**config.mk**
```make
export PLATFORM = sky130hd
export DESIGN_NAME = axi_slave_rd_arbiter_flat
export DESIGN_NICKNAME = d
export VERILOG_FILES = /design/src/rtl/axi_slave_rd_arbiter_if.sv /design/src/rtl/axi_slave_rd_arbiter.sv /design/src/flat_wrapper.sv
export SDC_FILE = /design/constraint.sdc
export NUM_CORES = 1
export LEC_CHECK = 0
export CAP_MARGIN = 10
export CORE_AREA = 5 5 97 99
export CTS_BUF_LIST = sky130_fd_sc_hd__clkbuf_4
export DETAILED_ROUTE_END_ITERATION = 16
export DIE_AREA = 0 0 102 104
export PLACE_DENSITY = 0.74
export SKIP_LAST_GASP = 1
export SLEW_MARGIN = 40
export SYNTH_ARGS = -nofsm -noshare
export SYNTH_HDL_FRONTEND = slang
export SYNTH_SLANG_ARGS = --single-unit
```
**constraint.sdc**
```tcl
create_clock -name clk -period 1.9 [get_ports clk]
set_input_delay 0.38 -clock clk [delete_from_list [all_inputs] [get_ports clk]]
set_output_delay 0.38 -clock clk [all_outputs]
set_load 0.1 [all_outputs]
```
**src/rtl/axi_slave_rd_arbiter_if.sv**
```systemverilog
// Read-channel (AR/R) bundle between NM masters, the read arbiter and one axi_slave.
// Modport slave is the arbiter's view; modport master is the surrounding masters + slave model.
interface axi_slave_rd_arbiter_if #(
    parameter int NM           = 2,
    parameter int AXI_ID_WIDTH = 4
);
    // master side, master k owns slice [k*W +: W]
    logic [NM-1:0]              i_m_arvalid;
    logic [NM*32-1:0]           i_m_araddr;
    logic [NM*AXI_ID_WIDTH-1:0] i_m_arid;
    logic [NM*4-1:0]            i_m_arlen;
    logic [NM-1:0]              o_m_arready;
    logic [NM*32-1:0]           o_m_rdata;
    logic [NM*AXI_ID_WIDTH-1:0] o_m_rid;
    logic [NM*2-1:0]            o_m_rresp;
    logic [NM-1:0]              o_m_rlast;
    logic [NM-1:0]              o_m_rvalid;
    logic [NM-1:0]              i_m_rready;

    // slave side
    logic [31:0]                o_araddr;
    logic [AXI_ID_WIDTH-1:0]    o_arid;
    logic [3:0]                 o_arlen;
    logic                       o_arvalid;
    logic                       i_arready;
    logic [31:0]                i_rdata;
    logic [AXI_ID_WIDTH-1:0]    i_rid;
    logic [1:0]                 i_rresp;
    logic                       i_rlast;
    logic                       i_rvalid;
    logic                       o_rready;

    modport slave (
        input  i_m_arvalid, i_m_araddr, i_m_arid, i_m_arlen, i_m_rready,
        input  i_arready, i_rdata, i_rid, i_rresp, i_rlast, i_rvalid,
        output o_m_arready, o_m_rdata, o_m_rid, o_m_rresp, o_m_rlast, o_m_rvalid,
        output o_araddr, o_arid, o_arlen, o_arvalid, o_rready
    );

    modport master (
        output i_m_arvalid, i_m_araddr, i_m_arid, i_m_arlen, i_m_rready,
        output i_arready, i_rdata, i_rid, i_rresp, i_rlast, i_rvalid,
        input  o_m_arready, o_m_rdata, o_m_rid, o_m_rresp, o_m_rlast, o_m_rvalid,
        input  o_araddr, o_arid, o_arlen, o_arvalid, o_rready
    );
endinterface

```
**src/rtl/axi_slave_rd_arbiter.sv**
```systemverilog
// Round-robin arbiter sharing one axi_slave read port among NM masters, one burst at a time.
// Grant is held from the AR handshake to the rlast beat; burst length is checked against rlast.
module axi_slave_rd_arbiter #(
    parameter int NM           = 2,
    parameter int AXI_ID_WIDTH = 4
) (
    input  logic                 clk,
    input  logic                 rstn,
    axi_slave_rd_arbiter_if.slave bus,
    output logic [NM-1:0]        o_gnt,
    output logic                 o_len_err,
    output logic [1:0]           o_dbg_state
);
    // Handshakes: a transfer happens on a rising edge where valid and ready are both high;
    // a source holds valid and payload stable until it sees ready, and ready never waits on valid.

    localparam int IW = (NM > 1) ? $clog2(NM) : 1;

    typedef enum logic [1:0] {
        ST_IDLE = 2'd0,
        ST_ADDR = 2'd1,
        ST_DATA = 2'd2
    } state_t;

    state_t        state, state_nxt;
    logic [IW-1:0] ptr, ptr_nxt;
    logic [IW-1:0] gidx, gidx_nxt;
    logic [NM-1:0] gnt_nxt;
    logic [3:0]    cnt, cnt_nxt;

    logic [IW-1:0]   pick;
    logic            pick_vld;
    logic [2*NM-1:0] req_dbl;
    logic [2*NM-1:0] req_rot;
    int              pick_pos;

    assign o_dbg_state = state;

    // Rotate requests so bit 0 is the master at ptr; first set bit wins.
    always_comb begin
        pick     = '0;
        pick_vld = 1'b0;
        pick_pos = 0;
        req_dbl  = {bus.i_m_arvalid, bus.i_m_arvalid};
        req_rot  = req_dbl >> ptr;
        for (int i = 0; i < NM; i++) begin
            if (!pick_vld && req_rot[i]) begin
                pick_vld = 1'b1;
                pick_pos = int'(ptr) + i;
                if (pick_pos >= NM) begin
                    pick_pos = pick_pos - NM;
                end
                pick = IW'(pick_pos);
            end
        end
    end

    always_comb begin
        state_nxt       = state;
        ptr_nxt         = ptr;
        gidx_nxt        = gidx;
        gnt_nxt         = o_gnt;
        cnt_nxt         = cnt;
        o_len_err       = 1'b0;
        bus.o_arvalid   = 1'b0;
        bus.o_araddr    = '0;
        bus.o_arid      = '0;
        bus.o_arlen     = '0;
        bus.o_rready    = 1'b0;
        bus.o_m_arready = '0;
        bus.o_m_rdata   = '0;
        bus.o_m_rid     = '0;
        bus.o_m_rresp   = '0;
        bus.o_m_rlast   = '0;
        bus.o_m_rvalid  = '0;

        case (state)
            ST_IDLE: begin
                if (pick_vld) begin
                    gidx_nxt = pick;
                    for (int k = 0; k < NM; k++) begin
                        gnt_nxt[k] = (pick == IW'(k));
                    end
                    state_nxt = ST_ADDR;
                end
            end

            ST_ADDR: begin
                for (int k = 0; k < NM; k++) begin
                    if (gidx == IW'(k)) begin
                        bus.o_arvalid      = bus.i_m_arvalid[k];
                        bus.o_araddr       = bus.i_m_araddr[k*32 +: 32];
                        bus.o_arid         = bus.i_m_arid[k*AXI_ID_WIDTH +: AXI_ID_WIDTH];
                        bus.o_arlen        = bus.i_m_arlen[k*4 +: 4];
                        bus.o_m_arready[k] = bus.i_arready;
                    end
                end
                if (bus.o_arvalid && bus.i_arready) begin
                    cnt_nxt   = bus.o_arlen;
                    state_nxt = ST_DATA;
                end
            end

            ST_DATA: begin
                for (int k = 0; k < NM; k++) begin
                    if (gidx == IW'(k)) begin
                        bus.o_m_rvalid[k]                             = bus.i_rvalid;
                        bus.o_m_rdata[k*32 +: 32]                     = bus.i_rdata;
                        bus.o_m_rid[k*AXI_ID_WIDTH +: AXI_ID_WIDTH]   = bus.i_rid;
                        bus.o_m_rresp[k*2 +: 2]                       = bus.i_rresp;
                        bus.o_m_rlast[k]                              = bus.i_rlast;
                        bus.o_rready                                  = bus.i_m_rready[k];
                    end
                end
                if (bus.i_rvalid && bus.o_rready) begin
                    // The slave's rlast ends the burst even when it disagrees with arlen.
                    o_len_err = (bus.i_rlast && (cnt != 4'd0)) ||
                                (!bus.i_rlast && (cnt == 4'd0));
                    if (bus.i_rlast) begin
                        gnt_nxt   = '0;
                        ptr_nxt   = (gidx == IW'(NM - 1)) ? '0 : gidx + IW'(1);
                        state_nxt = ST_IDLE;
                    end else if (cnt != 4'd0) begin
                        cnt_nxt = cnt - 4'd1;
                    end
                end
            end

            default: begin
                gnt_nxt   = '0;
                state_nxt = ST_IDLE;
            end
        endcase
    end

    always_ff @(posedge clk or negedge rstn) begin
        if (!rstn) begin
            state <= ST_IDLE;
            ptr   <= '0;
            gidx  <= '0;
            o_gnt <= '0;
            cnt   <= '0;
        end else begin
            state <= state_nxt;
            ptr   <= ptr_nxt;
            gidx  <= gidx_nxt;
            o_gnt <= gnt_nxt;
            cnt   <= cnt_nxt;
        end
    end

endmodule

```
**src/flat_wrapper.sv**
```systemverilog
// flat-port wrapper written by rule: the top's interface ports become plain ports
module axi_slave_rd_arbiter_flat 
#(
    parameter int NM           = 2,
    parameter int AXI_ID_WIDTH = 4
)
  (clk, rstn, o_gnt, o_len_err, o_dbg_state, bus_i_m_arvalid, bus_i_m_araddr, bus_i_m_arid, bus_i_m_arlen, bus_i_m_rready, bus_i_arready, bus_i_rdata, bus_i_rid, bus_i_rresp, bus_i_rlast, bus_i_rvalid, bus_o_m_arready, bus_o_m_rdata, bus_o_m_rid, bus_o_m_rresp, bus_o_m_rlast, bus_o_m_rvalid, bus_o_araddr, bus_o_arid, bus_o_arlen, bus_o_arvalid, bus_o_rready);
  axi_slave_rd_arbiter_if #(.NM(NM), .AXI_ID_WIDTH(AXI_ID_WIDTH)) bus_i ();
  input  logic clk;
  input  logic rstn;
  output logic [NM-1:0] o_gnt;
  output logic o_len_err;
  output logic [1:0] o_dbg_state;
  input wire logic [$bits(bus_i.i_m_arvalid)-1:0] bus_i_m_arvalid;
  input wire logic [$bits(bus_i.i_m_araddr)-1:0] bus_i_m_araddr;
  input wire logic [$bits(bus_i.i_m_arid)-1:0] bus_i_m_arid;
  input wire logic [$bits(bus_i.i_m_arlen)-1:0] bus_i_m_arlen;
  input wire logic [$bits(bus_i.i_m_rready)-1:0] bus_i_m_rready;
  input wire logic [$bits(bus_i.i_arready)-1:0] bus_i_arready;
  input wire logic [$bits(bus_i.i_rdata)-1:0] bus_i_rdata;
  input wire logic [$bits(bus_i.i_rid)-1:0] bus_i_rid;
  input wire logic [$bits(bus_i.i_rresp)-1:0] bus_i_rresp;
  input wire logic [$bits(bus_i.i_rlast)-1:0] bus_i_rlast;
  input wire logic [$bits(bus_i.i_rvalid)-1:0] bus_i_rvalid;
  output wire logic [$bits(bus_i.o_m_arready)-1:0] bus_o_m_arready;
  output wire logic [$bits(bus_i.o_m_rdata)-1:0] bus_o_m_rdata;
  output wire logic [$bits(bus_i.o_m_rid)-1:0] bus_o_m_rid;
  output wire logic [$bits(bus_i.o_m_rresp)-1:0] bus_o_m_rresp;
  output wire logic [$bits(bus_i.o_m_rlast)-1:0] bus_o_m_rlast;
  output wire logic [$bits(bus_i.o_m_rvalid)-1:0] bus_o_m_rvalid;
  output wire logic [$bits(bus_i.o_araddr)-1:0] bus_o_araddr;
  output wire logic [$bits(bus_i.o_arid)-1:0] bus_o_arid;
  output wire logic [$bits(bus_i.o_arlen)-1:0] bus_o_arlen;
  output wire logic [$bits(bus_i.o_arvalid)-1:0] bus_o_arvalid;
  output wire logic [$bits(bus_i.o_rready)-1:0] bus_o_rready;
  assign bus_i.i_m_arvalid = bus_i_m_arvalid;
  assign bus_i.i_m_araddr = bus_i_m_araddr;
  assign bus_i.i_m_arid = bus_i_m_arid;
  assign bus_i.i_m_arlen = bus_i_m_arlen;
  assign bus_i.i_m_rready = bus_i_m_rready;
  assign bus_i.i_arready = bus_i_arready;
  assign bus_i.i_rdata = bus_i_rdata;
  assign bus_i.i_rid = bus_i_rid;
  assign bus_i.i_rresp = bus_i_rresp;
  assign bus_i.i_rlast = bus_i_rlast;
  assign bus_i.i_rvalid = bus_i_rvalid;
  assign bus_o_m_arready = bus_i.o_m_arready;
  assign bus_o_m_rdata = bus_i.o_m_rdata;
  assign bus_o_m_rid = bus_i.o_m_rid;
  assign bus_o_m_rresp = bus_i.o_m_rresp;
  assign bus_o_m_rlast = bus_i.o_m_rlast;
  assign bus_o_m_rvalid = bus_i.o_m_rvalid;
  assign bus_o_araddr = bus_i.o_araddr;
  assign bus_o_arid = bus_i.o_arid;
  assign bus_o_arlen = bus_i.o_arlen;
  assign bus_o_arvalid = bus_i.o_arvalid;
  assign bus_o_rready = bus_i.o_rready;
  axi_slave_rd_arbiter #(.NM(NM), .AXI_ID_WIDTH(AXI_ID_WIDTH)) u_core (.clk(clk), .rstn(rstn), .bus(bus_i), .o_gnt(o_gnt), .o_len_err(o_len_err), .o_dbg_state(o_dbg_state));
endmodule
```
Word-level counts from Yosys, hierarchy flattened:

Cells that the tools add are included.

* flip-flop bits (word level): 10
* latch bits: 0
* word-level logic and storage cells: 91
* memory bits (read-only): 0
* input bits: 127
* memories: 0
* output and inout port bits: 129
* RAM bits: 0

* divide/modulo/power cells: 0
* $add $sub $neg: 5
* mux-type cells: 51
* bitwise logic cells: 2
* shift-type cells: 1
* magnitude comparators: 2
* equality and inequality tests: 8
* reductions and logical operators: 17
* multipliers: 0

Operators by type and width (number)
* two-way mux 32 bit: 4
* two-way mux 64 bit: 1
* two-way mux 4 bit: 11
* two-way mux 1 bit: 21
* two-way mux 2 bit: 10
* case mux 2 bit (3 select lines): 2
* two-way mux 8 bit: 1
* inequality test 2 x 1 -> 1 bit, second input constant: 4
* case mux 4 bit (2 select lines): 1
* AND reduction 4 bit: 2
* logical AND 1 bit: 5
* AND reduction 5 bit: 1
* logical NOT 4 bit: 1
* inequality test 2 bit, second input constant: 2
* nonzero test 4 bit: 1
* >> shifter 4 x 1 -> 2 bit: 1
* subtractor 4 x 1 -> 4 bit, second input constant: 1
* AND reduction 3 bit: 1
* adder 1 x 1 -> 2 bit, second input constant: 1
* equality test 2 x 1 -> 1 bit, second input constant: 1
* equality test 2 bit, second input constant: 1
* greater-or-equal comparator 1 x 2 -> 1 bit, second input constant: 1
* greater-or-equal comparator 2 bit, second input constant: 1
* logical NOT 1 bit: 2
* other kinds (7): 9

Longest topological paths before layout:

* word-level depth: 8
* mapped depth: 6
* depth with buffers taken out: 6

Worst setup path after synthesis:

Ideal clock, no wire load.

* kind: flip-flop to output port
* start: reg u_core.state[1] (netlist: u_core.o_dbg_state[1])
* end: out o_len_err
* buffers on the path: 0
* data arrival time: 3238 ps
* required time: 1520 ps
* slack: -1718 ps
* cell stages (with the launch flop): 3
* cell sequence: dfrtp_1 nand3b_1 nor3_1

* longest elaborated chain between the ends: 2

Ends and longest elaborated chain
* start: declaration: line axi_slave_rd_arbiter.sv:25 `state_t state, state_nxt;`
* start signal: assignment: line axi_slave_rd_arbiter.sv:144 `state <= state_nxt;`
* equality test 2 bit: line axi_slave_rd_arbiter.sv:77 `case (state)`
* two-way mux 1 bit: line axi_slave_rd_arbiter.sv:77
* end: declaration: line flat_wrapper.sv:12 `output logic o_len_err;`

Every way passes these cells.

Worst setup path after layout:

* start: reg u_core.gidx
* end: out bus_o_m_rdata[23]

* longest elaborated chain between the ends: 2

Ends and longest elaborated chain
* start: declaration: line axi_slave_rd_arbiter.sv:27 `logic [IW-1:0] gidx, gidx_nxt;`
* start signal: assignment: line axi_slave_rd_arbiter.sv:146 `gidx <= gidx_nxt;`
* two-way mux 32 bit: line axi_slave_rd_arbiter.sv:106 `if (gidx == IW'(k)) begin`
* two-way mux 64 bit: line axi_slave_rd_arbiter.sv:77
* end: declaration: line flat_wrapper.sv:26 `output wire logic [$bits(bus_i.o_m_rdata)-1:0] bus_o_m_rdata;`

Every way passes these cells.

==> impl_metrics.csv <==
group,metric,value,unit
final_layout,drive_above_1_share,0.678,
final_layout,nNetsFinal,673,
final_layout,postLayoutCoreUtil,0.874,
sta,setup_slack,-161,ps
placed_design,dp_hpwl,11200,µm
status,status,"finished, violations left",
synth,syn_area,0.00180,mm²
detailed_routing,drtIter0Drc,86,
synth,syn_avg_cell_area,6.97,µm²
detailed_routing,via_per_inst,4.92,
final_layout,final_cell_area,0.00740,mm²
sta,setup_viol,119,
detailed_routing,drtPass1Iterations,4,
status,violations,"setup timing",
grt,antenna_found_initial,0,
cts,cts_tree,"done",
pwr,p_per_area,1670,mW/mm²
grt,grt.overflow.total,0,
synth,syn_nets,386,
setup_path,reg2reg_slack,20,ps
detailed_routing,vias,3211,
sta,rsz0062_at_grt,"true",
sta,setup-tns-final,-12580,ps
setup_path,rr_startpoint,"u_core.gidx$_DFFE_PN0P_",
grt,grt_first_pass_wirelength,20800,µm
synth,synth_edf_count,0,
synth,yosys_warnings,0,
cts,postCtsHoldBufs,0,
floorplanning,dieWidth,102,µm
setup_path,startpoint_type,"flop",
grt,grt_use_total,0.251,
floorplanning,initial_core_util,0.213,
pwr,power,12.3,mW
synth,seq_area_frac_synth,0.139,
sta,hold_viol_final,0,
sta,slew_headroom,0.681,
sta,fmaxAchievable,485,MHz
synth,synth_cells,258,
synth,ys_ff_latch,10,
cts,cts_root_buffer,"clkbuf_4",
cts,numCtsBuffers,3,
setup_path,critPathRequiredTime,1520,ps
final_layout,finalNonFillerCells,652,
grt,grt_max_degree,24,
pwr,ir_worst_vdd,1.48,mV
sta,maxSlewViolCount,0,
sta,min_period_over_period,1.08,
detailed_routing,post-route-drc-count,0,
floorplanning,core-area,0.00847,mm²
setup_path,crit_fanout,18,
floorplanning,io_pins,256,
cts,htreeDepth,1,
setup_path,arrival,1680,ps
placed_design,dpl.cell_count,625,
floorplanning,dieArea,0.0106,mm²
cts,clk_pin_slew,70,ps
floorplanning,die_y,104,µm
detailed_routing,wl_per_cell,23.7,µm
final_layout,nFillCells,347,
final_layout,regArea,262,µm²
setup_path,path_class,"flop to output pin",
cts,cts_num_sinks,10,
min_path,min_path_type,"input port to async pin",
placed_design,placed_cell_area,0.00668,mm²
pwr,power.leakage,2.89,nW
setup_path,critPathCaptureType,"output pin",
run,max-cap-violations,0,
final_layout,area_growth,311,%
floorplanning,num_rows,34,
synth,synthArstFlopShare,1.00,
detailed_routing,finalWirelength,15400,µm
final_layout,layout_common_cells,"buf_12, clkdlybuf4s50_1, nor2_4",
detailed_routing,ant_nets,0,
cts,cts.path.max_buffers,2,
sta,worst_pin_slew,476,ps
placed_design,routabilityCongestion,0.818,
setup_path,reg2reg_to,"u_core.cnt[0]$_DFFE_PN0P_",
grt,grt_pass1_vias,3432,
sta,period_minus_slack,2060,ps
sta,fin_skew,11.6,ps
final_layout,multiInputGateArea,0.00241,mm²
synth,synth_cell_types,32,
final_layout,final_common_cell,"buf_12",
placed_design,port_buffers,255,
synth,synth_top_flop_cell,"dfrtp_1",
final_layout,diodes,0,
setup_path,setup.worst_path.start,"u_core.gidx$_DFFE_PN0P_",
setup_path,r2r_cells,4,
cts,clk_latency,260,ps
==> critical path, cell delays in order (launching register included) <==
cell and delay [ps]:
dfrtp_4 550, buf_12 170, nor2_4 150, buf_12 180
and2_4 180, buf_12 170
==> stage by stage <==
stage / setup slack (ps) / hold WS [ps]
final: -161 / 435
after detailed placement: -189 / 475
after CTS: -132 / 447
after global routing: -206 / 457
after global placement: -178 / 483
after floorplan: -213 / 84.4
==> registers in the layout, indices dropped and copies added (netlist names) <==
signal	cells
u_core.o_dbg_state	2
u_core.o_gnt	2
u_core.ptr	1
u_core.gidx	1
u_core.cnt	4
==> repair_timing <==
item	CTS	global route
endpoints found under the hold margin	0	0
gates resized for setup	67	21
cloned	3	4
buffers inserted	11	7
pin swaps	30	16
endpoints found under the setup margin	122	125
==> kinds of logic after synthesis <==
group / synth area share
DFF: 0.139
AOI/OAI and AO/OA: 0.0675
and+or+nand+nor: 0.460
xor gates and xnor gates: 0.00487
adders and majority gates: 0.00695
muxes: 0.255
buffers and inverters: 0.0675
==> power by group <==
part / leakage (nW) / switching [mW] / internal [mW] / total [mW]
clock: 0.0154 / 0.0741 / 0.0757 / 0.150
sequential: 0.117 / 0.159 / 0.331 / 0.490
combinational: 2.76 / 7.04 / 4.66 / 11.7
total: 2.89 / 7.28 / 5.07 / 12.3
==> synth_stat cells, types with 2 or more instances <==
library cell / count / area share
a21oi_1: 6 / 0.017
and2_1: 41 / 0.14
and3_1: 43 / 0.15
buf_2: 4 / 0.011
clkbuf_1: 20 / 0.042
dfrtp_1: 10 / 0.14
inv_1: 3 / 0.0063
mux2_2: 2 / 0.013
mux2i_1: 42 / 0.23
nand2_1: 5 / 0.010
nand2b_1: 2 / 0.0070
nand3_1: 2 / 0.0056
nor2_1: 51 / 0.11
nor2b_1: 2 / 0.0070
nor3_1: 3 / 0.0083
o21ai_0: 3 / 0.0083
o22a_1: 2 / 0.0097
o2bb2ai_1: 2 / 0.0097
o31ai_1: 2 / 0.0083
==> layer usage <==
layer | wire length (µm) | global-route usage
met4 | 388 | 0.0525
met2 | 8700 | 0.487
met3 | 952 | 0.0436
met5 | 0 | 0
met1 | 5400 | 0.277
==> worst max path at each step <==
stage	to	slack [ps]	cells past startpoint
after floorplan	bus_o_m_rdata[0]	-210	6
after global routing	o_len_err	-210	6
after global placement	u_core.cnt[0]$_DFFE_PN0P_	-180	5
final	bus_o_m_rdata[23]	-160	5
after detailed placement	u_core.cnt[0]$_DFFE_PN0P_	-190	5
after CTS	bus_o_m_rdata[28]	-130	5
==> cell type report <==
| type | count | area share |
|---|---|---|
| multi-input combinational | 219 | 0.326 |
| clock inverter | 1 | 0.000507 |
| tap | 108 | 0.0183 |
| inverter | 3 | 0.00152 |
| sequential | 10 | 0.0353 |
| timing repair buffer | 308 | 0.615 |
| clock buffer | 3 | 0.00304 |
No activity file was read; power rests on OpenSTA's default activity.
